**config.mk**
```make
export PLATFORM = sky130hd
export DESIGN_NAME = alert_scheduler
export DESIGN_NICKNAME = d
export VERILOG_FILES = /design/src/rtl/clock_pkg.sv /design/src/rtl/alert_snooze_timer.sv /design/src/rtl/alert_scheduler.sv
export SDC_FILE = /design/constraint.sdc
export NUM_CORES = 1
export LEC_CHECK = 0
export ABC_AREA = 1
export BUFFER_PORTS_ARGS = -buffer_cell sky130_fd_sc_hd__buf_2
export CORE_MARGIN = 2
export CORE_UTILIZATION = 47
export CTS_CLUSTER_DIAMETER = 30
export DETAILED_ROUTE_END_ITERATION = 10
export GPL_TIMING_DRIVEN = 0
export PLACE_DENSITY = 0.73
export SLEW_MARGIN = 0
export SYNTH_ARGS = -nofsm -noshare
export SYNTH_HDL_FRONTEND = slang
export SYNTH_SLANG_ARGS = --single-unit
export TNS_END_PERCENT = 50
```
**constraint.sdc**
```tcl
create_clock -name clk -period 3.3 [get_ports clk]
set_clock_uncertainty 0.05 [all_clocks]
set_input_delay 0.495 -clock clk [delete_from_list [all_inputs] [get_ports clk]]
set_output_delay 0.495 -clock clk [all_outputs]
set_load 0.01 [all_outputs]
```
**src/rtl/clock_pkg.sv**
```systemverilog
// Shared definitions for the clock alert path.
// FSM states, source codes and pending-bit layout.
package clock_pkg;

  typedef enum logic [1:0] {
    ST_IDLE = 2'd0,
    ST_RING = 2'd1,
    ST_GAP  = 2'd2
  } state_t;

  localparam logic [1:0] SRC_NONE  = 2'd0;
  localparam logic [1:0] SRC_ALARM = 2'd1;
  localparam logic [1:0] SRC_TIMER = 2'd2;
  localparam logic [1:0] SRC_CHIME = 2'd3;

  localparam int P_ALARM = 0;
  localparam int P_TIMER = 1;
  localparam int P_CHIME = 2;

  // One-hot pending bit owned by a source code.
  function automatic logic [2:0] src_mask(input logic [1:0] src);
    logic [2:0] m;
    m = 3'b000;
    case (src)
      SRC_ALARM: m = 3'b001;
      SRC_TIMER: m = 3'b010;
      SRC_CHIME: m = 3'b100;
      default:   m = 3'b000;
    endcase
    return m;
  endfunction

  // Fixed priority: alarm > timer > chime.
  function automatic logic [1:0] pick_src(input logic [2:0] pend);
    logic [1:0] s;
    s = SRC_NONE;
    if (pend[P_ALARM])      s = SRC_ALARM;
    else if (pend[P_TIMER]) s = SRC_TIMER;
    else if (pend[P_CHIME]) s = SRC_CHIME;
    return s;
  endfunction

endpackage

```
**src/rtl/alert_snooze_timer.sv**
```systemverilog
// Snooze re-trigger countdown for the alarm source.
// expire is high in the cycle the count holds 1.
module alert_snooze_timer
  import clock_pkg::*;
#(
  parameter int SNOOZE_CYC = 300
) (
  input  logic clk,
  input  logic reset,
  input  logic load,
  input  logic cancel,
  output logic running,
  output logic expire
);

  localparam int W = $clog2(SNOOZE_CYC + 1);

  logic [W-1:0] cnt_q;
  logic [W-1:0] cnt_d;

  // Cancel beats load; otherwise count down to zero and stop.
  always_comb begin
    cnt_d = cnt_q;
    if (cancel)
      cnt_d = '0;
    else if (load)
      cnt_d = W'(SNOOZE_CYC);
    else if (cnt_q != '0)
      cnt_d = cnt_q - W'(1);
  end

  // Countdown register.
  always_ff @(posedge clk or posedge reset) begin
    if (reset) cnt_q <= '0;
    else       cnt_q <= cnt_d;
  end

  // Status decoded from the register only.
  always_comb begin
    running = (cnt_q != '0);
    expire  = (cnt_q == W'(1));
  end

endmodule

```
**src/rtl/alert_scheduler.sv**
```systemverilog
// Arbitrates alarm/timer/chime onto one piezo pin.
// Latches requests, rings by priority, handles stop/snooze.
module alert_scheduler
  import clock_pkg::*;
#(
  parameter int ALARM_RING_CYC = 60,
  parameter int TIMER_RING_CYC = 10,
  parameter int CHIME_RING_CYC = 2,
  parameter int SNOOZE_CYC     = 300,
  parameter int MAX_SNOOZE     = 3
) (
  input  logic       clk,
  input  logic       reset,
  input  logic       alarm_req,
  input  logic       timer_req,
  input  logic       chime_req,
  input  logic       chime_en,
  input  logic       ack_btn,
  input  logic       snooze_btn,
  output logic       buzzer,
  output logic [1:0] active_src,
  output logic [2:0] pending,
  output logic       snoozing,
  output logic [1:0] snooze_count
);

  localparam int MAX_AT  = (ALARM_RING_CYC > TIMER_RING_CYC)
                         ? ALARM_RING_CYC : TIMER_RING_CYC;
  localparam int MAX_DUR = (MAX_AT > CHIME_RING_CYC)
                         ? MAX_AT : CHIME_RING_CYC;
  localparam int RC_W    = $clog2(MAX_DUR);

  localparam logic [RC_W-1:0] A_LAST = RC_W'(ALARM_RING_CYC - 1);
  localparam logic [RC_W-1:0] T_LAST = RC_W'(TIMER_RING_CYC - 1);
  localparam logic [RC_W-1:0] C_LAST = RC_W'(CHIME_RING_CYC - 1);
  localparam logic [1:0]      MAX_SN = 2'(MAX_SNOOZE);

  state_t          state_q, state_d;
  logic [1:0]      src_q, src_d;
  logic [RC_W-1:0] ring_cnt_q, ring_cnt_d;
  logic [2:0]      pend_q, pend_d;
  logic [1:0]      scnt_q, scnt_d;

  logic            sn_load, sn_cancel;
  logic            sn_running, sn_expire;
  logic [2:0]      req;
  logic [RC_W-1:0] last_cnt;
  logic            ringing, is_alarm;
  logic            do_ack, do_snooze;

  alert_snooze_timer #(
    .SNOOZE_CYC(SNOOZE_CYC)
  ) u_snooze (
    .clk    (clk),
    .reset  (reset),
    .load   (sn_load),
    .cancel (sn_cancel),
    .running(sn_running),
    .expire (sn_expire)
  );

  // State register.
  always_ff @(posedge clk or posedge reset) begin
    if (reset) begin
      state_q    <= ST_IDLE;
      src_q      <= SRC_NONE;
      ring_cnt_q <= '0;
      pend_q     <= '0;
      scnt_q     <= '0;
    end else begin
      state_q    <= state_d;
      src_q      <= src_d;
      ring_cnt_q <= ring_cnt_d;
      pend_q     <= pend_d;
      scnt_q     <= scnt_d;
    end
  end

  // Request latching, arbitration and next-state.
  always_comb begin
    state_d    = state_q;
    src_d      = src_q;
    ring_cnt_d = ring_cnt_q;
    scnt_d     = scnt_q;
    sn_load    = 1'b0;
    sn_cancel  = 1'b0;

    ringing  = (state_q == ST_RING);
    is_alarm = (src_q == SRC_ALARM);

    case (src_q)
      SRC_ALARM: last_cnt = A_LAST;
      SRC_TIMER: last_cnt = T_LAST;
      default:   last_cnt = C_LAST;
    endcase

    req = {chime_req & chime_en, timer_req, alarm_req | sn_expire};
    if (ringing)
      req = req & ~src_mask(src_q);
    pend_d = pend_q | req;

    if (alarm_req && sn_running && !(ringing && is_alarm))
      sn_cancel = 1'b1;

    do_ack    = ack_btn
              | (snooze_btn & is_alarm & (scnt_q >= MAX_SN));
    do_snooze = snooze_btn & is_alarm & (scnt_q < MAX_SN);

    unique case (state_q)
      ST_IDLE: begin
        if (ack_btn) begin
          sn_cancel = 1'b1;
          scnt_d    = 2'd0;
        end
        if (pend_d != 3'b000) begin
          state_d    = ST_RING;
          src_d      = pick_src(pend_d);
          ring_cnt_d = '0;
        end
      end
      ST_RING: begin
        if (do_ack) begin
          pend_d  = pend_d & ~src_mask(src_q);
          state_d = ST_GAP;
          if (is_alarm) begin
            scnt_d    = 2'd0;
            sn_cancel = 1'b1;
          end
        end else if (do_snooze) begin
          pend_d[P_ALARM] = 1'b0;
          scnt_d          = scnt_q + 2'd1;
          sn_load         = 1'b1;
          state_d         = ST_GAP;
        end else if (ring_cnt_q == last_cnt) begin
          pend_d  = pend_d & ~src_mask(src_q);
          state_d = ST_GAP;
          if (is_alarm)
            scnt_d = 2'd0;
        end else if (!is_alarm && pend_d[P_ALARM]) begin
          if (src_q == SRC_CHIME)
            pend_d[P_CHIME] = 1'b0;
          state_d = ST_GAP;
        end else begin
          ring_cnt_d = ring_cnt_q + RC_W'(1);
        end
      end
      ST_GAP: begin
        if (ack_btn) begin
          sn_cancel = 1'b1;
          scnt_d    = 2'd0;
        end
        state_d = ST_IDLE;
      end
      default: state_d = ST_IDLE;
    endcase
  end

  // Output decode from registered state.
  always_comb begin
    buzzer       = 1'b0;
    active_src   = SRC_NONE;
    pending      = pend_q;
    snoozing     = sn_running;
    snooze_count = scnt_q;
    if (state_q == ST_RING) begin
      active_src = src_q;
      buzzer     = is_alarm ? ~ring_cnt_q[0] : 1'b1;
    end
  end

endmodule

```
==> results of run 1 <==
-- sequential cells by signal, summed over array words and instances (netlist names) --
register	count
pending	3
src_q	2
state_q	2
snooze_count	2
u_snooze.cnt_q	9
ring_cnt_q	6
-- cell usage after synthesis --
cell / count / area share
nor2_4: 1 / 0.0069
inv_2: 9 / 0.021
o21bai_1: 1 / 0.0046
nand3_1: 24 / 0.073
nand4_2: 1 / 0.0076
nand2_2: 3 / 0.011
nor2_2: 2 / 0.0076
nand4_1: 3 / 0.011
dfrtp_1: 24 / 0.37
nand2_1: 57 / 0.13
nor3b_1: 2 / 0.0092
xor2_1: 6 / 0.032
nand3b_1: 1 / 0.0046
o21ai_1: 4 / 0.012
nand3_4: 1 / 0.011
o21ai_0: 3 / 0.0092
clkbuf_1: 1 / 0.0023
nand2_4: 3 / 0.021
or2_2: 1 / 0.0038
a22oi_1: 2 / 0.0092
ha_1: 10 / 0.076
inv_4: 1 / 0.0038
a21oi_1: 5 / 0.015
nor2_1: 32 / 0.073
a31oi_1: 1 / 0.0038
nor3_1: 1 / 0.0031
or2_4: 1 / 0.0053
inv_1: 27 / 0.062
clkinv_1: 1 / 0.0023
-- logic make-up after synthesis --
family,after synthesis,synth area share
buffers and inverters,39,0.0909
XOR/XNOR,6,0.0321
AND/OR/NAND/NOR,133,0.380
adder cells (fa/ha/maj),10,0.0764
AO/OA/AOI/OAI,16,0.0542
flip-flops,24,0.367
-- power groups by stage --
stage                     logic [uW]  clock network [uW]  registers (uW)
after floorplan                  672                   0             477
after global placement           860                   0             483
after detailed placement         877                   0             485
after CTS                        884                 132             478
after global routing            1030                 139             493
final                            878                 125             479
-- final cells by class --
class	count	share of cell area
Multi-Input combinational cell	165	0.494
Buffer	1	0.00209
Clock buffer	3	0.0125
Inverter	38	0.0807
Timing Repair Buffer	16	0.0445
Tap cell	46	0.0320
Sequential cell	24	0.334
-- layer usage --
metal / vias up / GRT usage
met5: - / 0
met4: 0 / 0.0806
met3: 8 / 0.0216
met2: 41 / 0.307
met1: 673 / 0.259
li1: 751 / -
-- worst paths after layout --
path,start,endpoint,slack [ps],cells after the start
worst max register to register,src_q[1]$_DFFE_PP0P_,u_snooze.cnt_q[1]$_DFFE_PP0P_,1370,10
worst max-delay path,state_q[0]$_DFFE_PP0P_,buzzer,1230,4
max in group asynchronous,reset,u_snooze.cnt_q[8]$_DFFE_PP0P_,2330,2
worst min register to register,u_snooze.cnt_q[1]$_DFFE_PP0P_,u_snooze.cnt_q[1]$_DFFE_PP0P_,490,2
min in group clk,u_snooze.cnt_q[1]$_DFFE_PP0P_,u_snooze.cnt_q[1]$_DFFE_PP0P_,490,2
worst min-delay path,reset,snooze_count[1]$_DFFE_PP0P_,310,2
-- through the flow --
step | hold slack [ps] | std cells | worst slack, ps | utilization
2_1_floorplan | 431 | 228 | 1650 | -
3_3_place_gp | 462 | 290 | 1440 | 0.532
3_5_place_dp | 467 | 290 | 1420 | 0.532
4_1_cts | 346 | 293 | 1190 | 0.539
5_1_grt | 395 | 293 | 1090 | 0.539
6_report | 314 | 293 | 1230 | 0.539
==> impl_metrics.toml, run 1 <==
[status]
status = "finished clean"

[clocking]
clockRootBuffer = "clkbuf_4"
cts_tree = "done"
htreeDepth = 1
post_cts_buffers = 0
cts.sinks = 24
hold_buffers = 0
clk_pin_slew_ps = 120
cts_buffer_depth = 2
cts_resized = 0
clk_latency_ps = 310
numCtsBuffers = 3

[floorplanning]
dieArea_mm2 = 0.00397
ios = 17
floorplan.die.height_um = 63.0
initial_core_util = 0.491
core_area_mm2 = 0.00334
die_x_um = 63.0
std_cell_rows = 21

[final_layout]
design_area_mm2 = 0.00180
seq_area_um2 = 601
syn_to_final_growth_pct = 9.78
layout_commonest_cell = "nand2_1"
antenna_cells = 0
multi_input_comb_area_um2 = 888
mostFrequentLayoutCells = "nand2_1 (57), nor2_1 (32), inv_1 (27), nand3_1 (24), dfrtp_1 (24)"
fillCellCount = 334
drive_gt1_frac = 0.170
final_nets = 267

[placement]
dpl.hpwl_um = 2530
gp_congestion = 0.829
placed_cell_area_mm2 = 0.00178
portBuffers = 16

[yosys]
synthesis.nets = 246
synth.distinct_cells = 29
synth_area_mm2 = 0.00164
synth_cells = 228
ys_seq_elements = 24
syn_area_per_cell_um2 = 7.18
synth.yosys.warnings = 0
ys_seq_area_frac = 0.367

[drt]
first_iter_violations = 69
highest_layer = "met4"
drc = 0
wl_met1_um = 1560
viasPerCell = 5.03
wl_met3_um = 133
wire_per_inst_um = 11.0
first_pass_iters = 4
antenna_left = 0
dr_total_vias = 1473
wl_met2_um = 1460
drt-total-wl_um = 3230

[min_path]
hp-class = "primary input to asynchronous set/reset pin"

[sta]
period_share = 0.626
rsz0062_at_grt = "false"
hold_viol = 0
worst_pin_slew_ps = 910
tns_ps = 0
period_needed_ps = 2070
relSlewSlack = 0.393
fmax_mhz = 484
setup_violations = 0
maxSlewViolCount = 0

[worst_setup_path]
crit_type = "register to primary output"
crit_family = "buffers and inverters"
cp.arrival_ps = 1520
path_buf_inv = 2
path_cells = "nand2_2, clkbuf_1, a21oi_1, buf_2"
cp-end-kind = "primary output"
critPathMaxStageDelay_ps = 470
worstPathMaxFanout = 10
start_kind = "register"
cp_data_required_time_ps = 2750
worst_path_max_delay_cell = "dfrtp_1"

[power_and_ir_drop]
p_int_uw = 746
ir_drop_mv = 0.272
total_power_uw = 1480
power_density_mw_per_mm2 = 824
combPwrFrac = 0.593
swShare = 0.497
pwr-share-seq = 0.323
p_sw_uw = 736
power_frac_clock = 0.084
p_leak_uw = 0.000992

[global_route]
overflow = 0
grt_pass1_wl_um = 6140
antenna_found_initial = 0
grt_max_degree = 25
grt.total_usage = 0.191
grt_pass1_vias = 1466

[run]
timing.max_cap.violations = 0
(Power assumes the default switching activity.)
==> run 2: changes to the inputs <==
Settings changed: PLACE_DENSITY 0.73 to 0.76.
Clock period 3.3 ns to 1.7 ns, I/O delays scaled along.
==> impl_metrics.toml, run 2 (synthesis results as in run 1) <==
[worst_setup_path]
worstPathMaxFanout = 7
start_kind = "register"
r2r_cells = 12
cp-end-kind = "register"
crit_type = "register to register"
cp.arrival_ps = 1920
cp_data_required_time_ps = 1880

[sta]
hold_viol = 0
period_needed_ps = 1740
period_share = 1.03
setup_violations = 11
fmax_mhz = 574
relSlewSlack = 0.374
tns_ps = -284
maxSlewViolCount = 0
holdWs_ps = 65.9
fin_ws_ps = -42.6
rsz0062_at_grt = "true"
worst_pin_slew_ps = 939

[clocking]
cts.sinks = 24
clk_latency_ps = 320
numCtsBuffers = 3
clk_pin_slew_ps = 140
clockRootBuffer = "clkbuf_4"
htreeDepth = 1
cts_tree = "done"
hold_buffers = 0
cts_buffer_depth = 2

[global_route]
grt_max_degree = 25
grt_pass1_vias = 1492
antenna_found_initial = 0
overflow = 0
grt.total_usage = 0.203
grt_pass1_wl_um = 6420

[min_path]
hp-class = "primary input to asynchronous set/reset pin"

[drt]
wire_per_inst_um = 12.5
antenna_left = 0
viasPerCell = 5.05
first_iter_violations = 78
dr_total_vias = 1551
drt-total-wl_um = 3840
drc = 0
first_pass_iters = 4

[status]
violations = "setup timing"
status = "complete, but fails checks"

[floorplanning]
ios = 17
die_x_um = 63.0
std_cell_rows = 21
dieArea_mm2 = 0.00397
floorplan.die.height_um = 63.0
core_area_mm2 = 0.00334
initial_core_util = 0.491

[final_layout]
design_area_mm2 = 0.00203
layout_commonest_cell = "nand2_1"
fillCellCount = 300
mostFrequentLayoutCells = "nand2_1 (46), nor2_1 (28), inv_1 (23), dfrtp_1 (21), nand3_1 (20)"
drive_gt1_frac = 0.330
largest_reg_flops = 9
syn_to_final_growth_pct = 23.7
final_nets = 280
antenna_cells = 0
largest_register = "u_snooze.cnt_q"

[placement]
gp_congestion = 0.846
portBuffers = 16
placed_cell_area_mm2 = 0.00178
dpl_worst_slack_ps = -210
dpl.hpwl_um = 2580

[run]
timing.max_cap.violations = 0

[power_and_ir_drop]
total_power_uw = 3370
ir_drop_mv = 0.612
power_density_mw_per_mm2 = 1660
p_leak_uw = 0.00109
-- run 2: cell types whose count changed in the layout (fill, tap and decap cells not counted), moves of 3 or more --
cell and change:
nand2_1 -11, inv_1 -4, dfrtp_1 -3, nand3_1 -4
nor2_1 -4, buf_4 +12, inv_2 +5, dfrtp_2 +3
nand2_2 +9, nand3_2 +4
-- run 2: cell type report --
class | instances | area [um^2] | area share
clock buffer | 4 | 36.3 | 0.0179
inverter | 38 | 145 | 0.0716
tap | 46 | 57.6 | 0.0284
multi-input combinational | 166 | 1000 | 0.494
timing repair buffer | 28 | 170 | 0.0840
sequential | 24 | 604 | 0.298
buffer | 1 | 11.3 | 0.00556
-- run 2: path summary, 6_finish.rpt --
check | from | endpoint | slack [ps]
min | reset | u_snooze.cnt_q[0]$_DFFE_PP0P_ | 70
min in group clk | alarm_req | u_snooze.cnt_q[4]$_DFFE_PP0P_ | 270
max reg2reg | src_q[0]$_DFFE_PP0P_ | ring_cnt_q[4]$_DFFE_PP0P_ | -40
max | src_q[0]$_DFFE_PP0P_ | ring_cnt_q[4]$_DFFE_PP0P_ | -40
max in group asynchronous | reset | src_q[0]$_DFFE_PP0P_ | 900
min reg2reg | ring_cnt_q[5]$_DFFE_PP0P_ | ring_cnt_q[5]$_DFFE_PP0P_ | 510
-- run 2: critical path, cell delays in order, from the launching register on --
cell	delay (ps)
dfrtp_2	460
inv_2	80
ha_4	200
nand2_2	60
nand3_2	60
nor2_2	130
nand3_2	100
nand2_2	100
nor2_4	60
nand2_4	130
nand2_8	90
nand2_1	60
nand2_1	50
-- run 2: metrics by stage --
stage	utilization	instances
2_1_floorplan	-	228
3_3_place_gp	0.532	290
3_5_place_dp	0.532	290
4_1_cts	0.565	302
5_1_grt	0.607	307
6_report	0.607	307
-- run 2: repair_timing --
action / CTS / global route
setup buffers: 8 / 4
setup endpoints to repair: 26 / 26
cloned: 0 / 1
pin swaps: 5 / 14
gates resized for setup: 9 / 30
-- run 2: routing by layer --
layer	wire length [um]	GRT usage	vias to the layer above
li1	-	-	778
met1	1760	0.265	727
met2	1870	0.326	40
met3	151	0.0288	6
met4	61	0.103	0
met5	0	0	-
-- run 2: report_power, final --
group	switching [uW]	internal, uW
Combinational	1290	813
Clock	181	131
Sequential	188	763
Total	1660	1710
